File: config.mk
export PLATFORM = sky130hd
export DESIGN_NAME = de2_115_sopc_sw_debounce
export DESIGN_NICKNAME = d
export VERILOG_FILES = /design/src/rtl/de2_115_sopc_sw_debounce_pkg.sv /design/src/rtl/de2_115_sopc_debounce_bit.sv /design/src/rtl/de2_115_sopc_sw_debounce.sv
export SDC_FILE = /design/constraint.sdc
export NUM_CORES = 1
export LEC_CHECK = 0
export CORE_MARGIN = 2
export CORE_UTILIZATION = 40
export CTS_BUF_LIST = sky130_fd_sc_hd__clkbuf_8 sky130_fd_sc_hd__clkbuf_16
export DETAILED_ROUTE_END_ITERATION = 7
export PLACE_DENSITY_LB_ADDON = 0.08
export SYNTH_ARGS = -nofsm -noshare
export SYNTH_HDL_FRONTEND = slang
export SYNTH_SLANG_ARGS = --single-unit
File: constraint.sdc
create_clock -name clk -period 4.09 [get_ports clk]
set_clock_uncertainty 0.1 [all_clocks]
set_input_delay 0.409 -clock clk [delete_from_list [all_inputs] [get_ports clk]]
set_output_delay 0.409 -clock clk [all_outputs]
set_load 0.1 [all_outputs]
File: src/rtl/de2_115_sopc_sw_debounce_pkg.sv
// Shared constants for the DE2-115 slide-switch conditioning path,
// plus a width helper used to size the prescaler and per-bit counters.
package de2_115_sopc_sw_debounce_pkg;

    localparam int unsigned SW_WIDTH          = 18;
    localparam int unsigned CLK_HZ            = 50_000_000;
    // One debounce tick per millisecond at the system clock rate
    localparam int unsigned DEBOUNCE_TICK_DIV = CLK_HZ / 1000;
    localparam int unsigned SW_STABLE_TICKS   = 20;
    localparam int unsigned SW_SYNC_STAGES    = 2;

    // Bits needed to hold the values 0..n-1, never less than one bit
    function automatic int unsigned width_for_count(input int unsigned n);
        int unsigned w;
        w = (n < 2) ? 1 : int'($clog2(n));
        return w;
    endfunction

endpackage

File: src/rtl/de2_115_sopc_debounce_bit.sv
// One switch bit: synchroniser chain followed by a stability counter that
// accepts a new level only after it has been seen for STABLE_TICKS ticks.
module de2_115_sopc_debounce_bit
    import de2_115_sopc_sw_debounce_pkg::*;
#(
    parameter int unsigned SYNC_STAGES   = SW_SYNC_STAGES,
    parameter int unsigned STABLE_TICKS  = SW_STABLE_TICKS,
    parameter logic        RESET_VAL_BIT = 1'b0
) (
    input  logic clk,
    input  logic reset_n,
    input  logic tick,
    input  logic raw,
    output logic clean,
    output logic changed
);

    localparam int unsigned      CNT_W    = width_for_count(STABLE_TICKS + 1);
    localparam logic [CNT_W-1:0] CNT_LAST = CNT_W'(STABLE_TICKS - 1);

    logic [SYNC_STAGES-1:0] sync_chain;
    logic                   sync;
    logic [CNT_W-1:0]       cnt;

    assign sync = sync_chain[SYNC_STAGES-1];

    // Plain flop chain bringing the asynchronous pin into the clk domain
    always_ff @(posedge clk or negedge reset_n) begin
        if (!reset_n) begin
            sync_chain <= {SYNC_STAGES{RESET_VAL_BIT}};
        end else begin
            sync_chain <= {sync_chain[SYNC_STAGES-2:0], raw};
        end
    end

    // Count ticks of continuous disagreement; any agreement restarts the count
    always_ff @(posedge clk or negedge reset_n) begin
        if (!reset_n) begin
            cnt     <= '0;
            clean   <= RESET_VAL_BIT;
            changed <= 1'b0;
        end else if (sync == clean) begin
            cnt     <= '0;
            changed <= 1'b0;
        end else if (tick) begin
            if (cnt == CNT_LAST) begin
                cnt     <= '0;
                clean   <= sync;
                changed <= 1'b1;
            end else begin
                cnt     <= cnt + CNT_W'(1);
                changed <= 1'b0;
            end
        end else begin
            changed <= 1'b0;
        end
    end

endmodule

File: src/rtl/de2_115_sopc_sw_debounce.sv
// Slide-switch conditioner feeding the switch PIO in_port: a shared tick
// prescaler and one synchronise-and-debounce slice per switch bit.
module de2_115_sopc_sw_debounce
    import de2_115_sopc_sw_debounce_pkg::*;
#(
    parameter int unsigned      WIDTH        = SW_WIDTH,
    parameter int unsigned      SYNC_STAGES  = SW_SYNC_STAGES,
    parameter int unsigned      TICK_DIV     = DEBOUNCE_TICK_DIV,
    parameter int unsigned      STABLE_TICKS = SW_STABLE_TICKS,
    parameter logic [WIDTH-1:0] RESET_VAL    = '0
) (
    input  logic             clk,
    input  logic             reset_n,
    input  logic [WIDTH-1:0] sw_raw,
    output logic [WIDTH-1:0] sw_clean,
    output logic [WIDTH-1:0] sw_changed
);

    logic tick;

    generate
        if (TICK_DIV == 1) begin : g_tick_always
            assign tick = 1'b1;
        end else begin : g_prescaler
            localparam int unsigned      PRE_W    = width_for_count(TICK_DIV);
            localparam logic [PRE_W-1:0] PRE_LAST = PRE_W'(TICK_DIV - 1);

            logic [PRE_W-1:0] pre_cnt;

            // Free-running divider; tick marks its terminal count
            always_ff @(posedge clk or negedge reset_n) begin
                if (!reset_n) begin
                    pre_cnt <= '0;
                end else if (pre_cnt == PRE_LAST) begin
                    pre_cnt <= '0;
                end else begin
                    pre_cnt <= pre_cnt + PRE_W'(1);
                end
            end

            assign tick = (pre_cnt == PRE_LAST);
        end
    endgenerate

    genvar i;
    generate
        for (i = 0; i < WIDTH; i++) begin : g_bit
            de2_115_sopc_debounce_bit #(
                .SYNC_STAGES   (SYNC_STAGES),
                .STABLE_TICKS  (STABLE_TICKS),
                .RESET_VAL_BIT (RESET_VAL[i])
            ) u_bit (
                .clk     (clk),
                .reset_n (reset_n),
                .tick    (tick),
                .raw     (sw_raw[i]),
                .clean   (sw_clean[i]),
                .changed (sw_changed[i])
            );
        end
    endgenerate

endmodule
-- Yosys cells after proc, flatten, opt, wreduce, memory -nomap -nowiden
Cells that the tools add are included.
- bitwise gates (word level): 18
- muxes and demuxes: 109
- add/sub/neg operators: 19
- reductions and logical operators: 36
- equal/unequal tests: 37
- operators with widths (operator ; count):
    $mux 5 ; 54
    $add 5x1->5 const B ; 18
    $eq 5x5->1 const B ; 18
    $mux 1 ; 54
    $reduce_and 3->1 ; 18
    $reduce_bool 2->1 ; 18
    $eq 1x1->1 ; 18
    $not 1->1 ; 18
    $add 16x1->16 const B ; 1
    $eq 16x16->1 const B ; 1
    $mux 16 ; 1
- word-level logic and storage cells: 292
- output and inout port bits: 36
- input port bits: 20
- bits in registers: 178

-- Longest topological paths before layout
- depth in word-level cells: 4
- mapped depth: 8
- mapped depth without buffers: 5

-- Hierarchy
A second synthesis with hierarchy kept.
- cell total of the unflattened synthesis: 662
- area total of the unflattened synthesis: 8092.8 um^2
- by module, submodules not included (module ; sequential area each (um^2) ; cells an instance ; times used ; area each (um^2)):
    de2_115_sopc_debounce_bit ; 225.2 ; 33 ; 18 ; 407.9
    de2_115_sopc_sw_debounce ; 400.4 ; 68 ; 1 ; 750.7

-- Least setup slack after synthesis
OpenSTA, ideal clock, no wires.
- kind: reg2reg
- start point: reg g_prescaler.pre_cnt[11]
- end point: reg g_bit[10].u_bit.cnt[0]
- clock period less this slack: 2460 ps
- cell stages (with the launch flop): 9
- setup slack: 1630 ps
- data arrival time: 2285 ps
- buffers on the path: 4
- setup time: 75 ps
- required time: 3915 ps
- cells stage by stage: dfrtp_1 buf_6 or4b_4 buf_6 or4_4 buf_6 buf_6 or3_1 a21oi_2
- longest elaborated chain between the ends: 2
- RTL lines (what ; RTL line ; source):
    start: declaration ; de2_115_sopc_sw_debounce.sv:28 ; logic [PRE_W-1:0] pre_cnt;
    start signal: assignment ; de2_115_sopc_sw_debounce.sv:37 ; pre_cnt <= pre_cnt + PRE_W'(1);
    $eq 16x16->1 ; de2_115_sopc_sw_debounce.sv:41 ; assign tick = (pre_cnt == PRE_LAST);
    $reduce_bool 2->1 (no line) ; n/a ;
    end signal: assignment ; de2_115_sopc_debounce_bit.sv:51 ; cnt <= cnt + CNT_W'(1);
    end: declaration ; de2_115_sopc_debounce_bit.sv:23 ; logic [CNT_W-1:0] cnt;
Every way passes these cells.
A chain may end at the register's enable or synchronous reset.

-- Worst setup path in the final report
- start point: reg g_prescaler.pre_cnt[0]
- end point: reg g_bit[10].u_bit.cnt[0]
Same word-level chain as after synthesis.

==> impl_metrics.py <==
metrics = {
    "grt": {
        "grt_max_degree": 76,
        "antenna_found_initial": 0,
        "globalRouteOverflowTotal": 0,
        "grt_pass1_vias": 5859,
        "grt_usage_pct": 16.7,
        "grt_pass1_wl_mm": 29.7,
    },
    "clocking": {
        "clk_latency_ns": 0.42,
        "cts_setup_buffers": 0,
        "h-tree-depth": 4,
        "cts_tree": "done",
        "clk_pin_slew_ns": 0.07,
        "cts.sinks": 178,
        "cts-root-buf": "clkbuf_16",
        "cts_max_path_buffers": 2,
        "cts_buffers": 17,
    },
    "hold_path": {
        "hp-class": "reg2reg",
    },
    "logic_synthesis": {
        "ys_seq_area_share_pct": 52.1,
        "async_reset_ff_share_pct": 100,
        "synth-seq-cells": 178,
        "synth_cell_type_count": 41,
        "netlist.area_leader.share_pct": 52.1,
        "syn_nets": 872,
        "synth_top_cell_by_area": "dfrtp_1",
        "syn_inst": 833,
        "synth-edff-count": 0,
        "ys.warnings.count": 0,
        "netlist_area_um2": 8560,
        "synthFlopType": "dfrtp_1",
        "syn_area_per_cell_um2": 10.3,
        "ys_top_cells_by_area": "dfrtp_1 52%, nand2_1 4.2%, mux2i_1 3.3%",
    },
    "timing": {
        "finalHoldViolCount": 0,
        "finalCritPeriodShare_pct": 69.6,
        "setup_viol": 0,
        "maxSlewViolCount": 0,
        "worstMarginPinSlew_ns": 0.977,
        "max_freq_mhz": 351,
        "period_needed_ns": 2.85,
        "relSlewSlack_pct": 34.7,
        "rsz0062_at_grt": "no",
        "finalSetupTns_ns": 0,
    },
    "layout": {
        "final_area_um2": 9670,
        "area_growth_pct": 13.0,
        "finalNetCount": 886,
        "diodes": 0,
        "fillers": 1936,
        "drive_above_1_share_pct": 6.87,
    },
    "place": {
        "place_area_um2": 9140,
        "dp_hpwl_mm": 11.2,
        "io_buffers": 55,
        "gp_congestion": 0.815,
    },
    "floorplanning": {
        "die_y_um": 150,
        "core_um2": 21000,
        "ioPinCount": 56,
        "start_util_pct": 40.7,
        "die_w_um": 150,
        "design.die.area_um2": 22600,
        "row_count": 53,
    },
    "critical_path": {
        "slowest_delay_ns": 0.77,
        "crit_chain": "ha_1 -> nand3_1 -> or4_4 -> or3_1 -> a21oi_2",
        "required_ns": 4.33,
        "critPathKind": "reg2reg",
        "arrival_ns": 3.09,
        "endpoint_kind": "flip-flop",
        "startpoint_type": "flip-flop",
        "worstPathMaxFanout": 23,
        "cp_slowest_cell": "or4_4",
    },
    "route": {
        "dr.pass1.iters": 4,
        "drt-total-wl_mm": 17.6,
        "drc": 0,
        "drtAntennaViolNets": 0,
        "vias_per_cell": 5.36,
        "vias": 6083,
        "first_iter_violations": 328,
        "wl_per_cell_um": 15.6,
    },
    "job": {
        "cap_violations": 0,
    },
    "power_and_ir_drop": {
        "leakagePower_uw": 0.00394,
        "power_uw": 3310,
        "pwr_density_cell_nw_per_um2": 343,
        "peakVddDrop_mv": 0.222,
    },
    "outcome": {
        "status": "complete, no violations",
    },
}
[sequential cells by signal, indices dropped and copies added, names as in the netlist]
name                    flops
g_bit.u_bit.changed        18
g_prescaler.pre_cnt        16
g_bit.u_bit.sync_chain     36
g_bit.u_bit.cnt            90
g_bit.u_bit.clean          18
[synthesized netlist by cell type (13+ instances only)]
| cell | count |
|---|---|
| dfrtp_1 | 178 |
| nand2_1 | 95 |
| nor2_1 | 62 |
| nand3_1 | 47 |
| a21oi_1 | 46 |
| buf_4 | 36 |
| or3_1 | 36 |
| mux2i_1 | 28 |
| o21ai_0 | 27 |
| nand4_1 | 25 |
| xnor2_1 | 24 |
| nand3b_1 | 21 |
| clkbuf_1 | 19 |
| ha_1 | 19 |
| nor4bb_1 | 19 |
| nor3_1 | 17 |
| nand2b_1 | 16 |
| and4_1 | 13 |
[power breakdown]
group	total [µW]	internal [µW]	switching, µW
combinational	80.9	25.1	55.8
sequential	1790	1780	8.60
clock	1440	778	666
total	3310	2580	730
[worst max-delay path, delay by kind of cell, from the launching register on]
| kind | cells | cell delay, ns |
|---|---|---|
| simple gates | 3 | 1.48 |
| compound gates | 1 | 0.14 |
| fa+ha+maj | 1 | 0.67 |
| flops | 1 | 0.37 |
[final timing paths]
kind,start,end,slack [ns],cells after the start
worst min register to register,g_bit[4].u_bit.sync_chain[0],g_bit[4].u_bit.sync_chain[1],0.25,0
worst max-delay path,g_prescaler.pre_cnt[0],g_bit[10].u_bit.cnt[0],1.24,5
worst max register to register,g_prescaler.pre_cnt[0],g_bit[10].u_bit.cnt[0],1.24,5
worst min-delay path,g_bit[4].u_bit.sync_chain[0],g_bit[4].u_bit.sync_chain[1],0.25,0
max in group asynchronous,reset_n,g_bit[17].u_bit.sync_chain[0],2.46,3
min in group asynchronous,reset_n,g_bit[1].u_bit.sync_chain[0],0.49,2
[stage by stage]
stage	setup WS [ns]	hold slack, ns	instances	util, %
after detailed placement	1.25	0.236	1102	43.5
after CTS	1.24	0.246	1134	46.0
after global placement	1.36	0.232	1102	43.5
final	1.24	0.248	1134	46.0
after global routing	1.03	0.258	1134	46.0
after floorplan	1.63	0.0134	833	-
[placed cells by master (no fill, tap or decap), drive strengths merged, types with 3 or more instances in the layout]
cell / n
a211o: 8
a21oi: 55
a31oi: 10
and2: 3
and4: 13
buf: 7
clkbuf: 18
clkdlybuf4s50: 54
clkinv: 5
clkinvlp: 3
dfrtp: 178
ha: 19
inv: 14
mux2: 10
mux2i: 28
nand2: 95
nand2b: 16
nand3: 47
nand3b: 21
nand4: 25
nor2: 62
nor3: 17
nor3b: 10
nor4: 10
nor4bb: 19
o21ai: 27
o311ai: 8
or3: 36
xnor2: 24
xor2: 5
[area by class of cell]
cell class                 instances  area [µm²]  share of cell area, %
clock inverter                    13        75.1                  0.776
sequential                       178        4450                   46.1
tap                              275         344                   3.56
multi-input combinational        579        3690                   38.2
timing repair buffer              62         632                   6.54
clock buffer                      18         439                   4.54
inverter                           9        33.8                  0.349
[timing repair]
action / 4_1_cts / 5_1_grt
setup endpoints to repair: 0 / 0
hold buffers: 1 / 0
hold endpoints to repair: 73 / 0
gates resized for setup: 0 / 0
[cell families (layout without fill, tap and decap cells)]
| kind of cell | after synthesis | after routing | share of synthesized area, % |
|---|---|---|---|
| AOI/OAI and AO/OA | 110 | 110 | 7.74 |
| xor gates and xnor gates | 29 | 29 | 2.97 |
| adders and majority gates | 19 | 19 | 2.78 |
| buffers and inverters | 76 | 102 | 5.35 |
| DFF | 178 | 178 | 52.1 |
| muxes | 38 | 38 | 4.59 |
| and+or+nand+nor | 383 | 383 | 24.5 |
[layer usage]
metal	up-vias	GRT usage, %	share of wire [%]
met5	-	0	0
met4	0	5.24	1.2
met3	14	3.91	3.0
met2	87	26.9	48
met1	3001	22.2	48
li1	2981	-	-
Note: power is estimated with default switching activity, not from simulation.
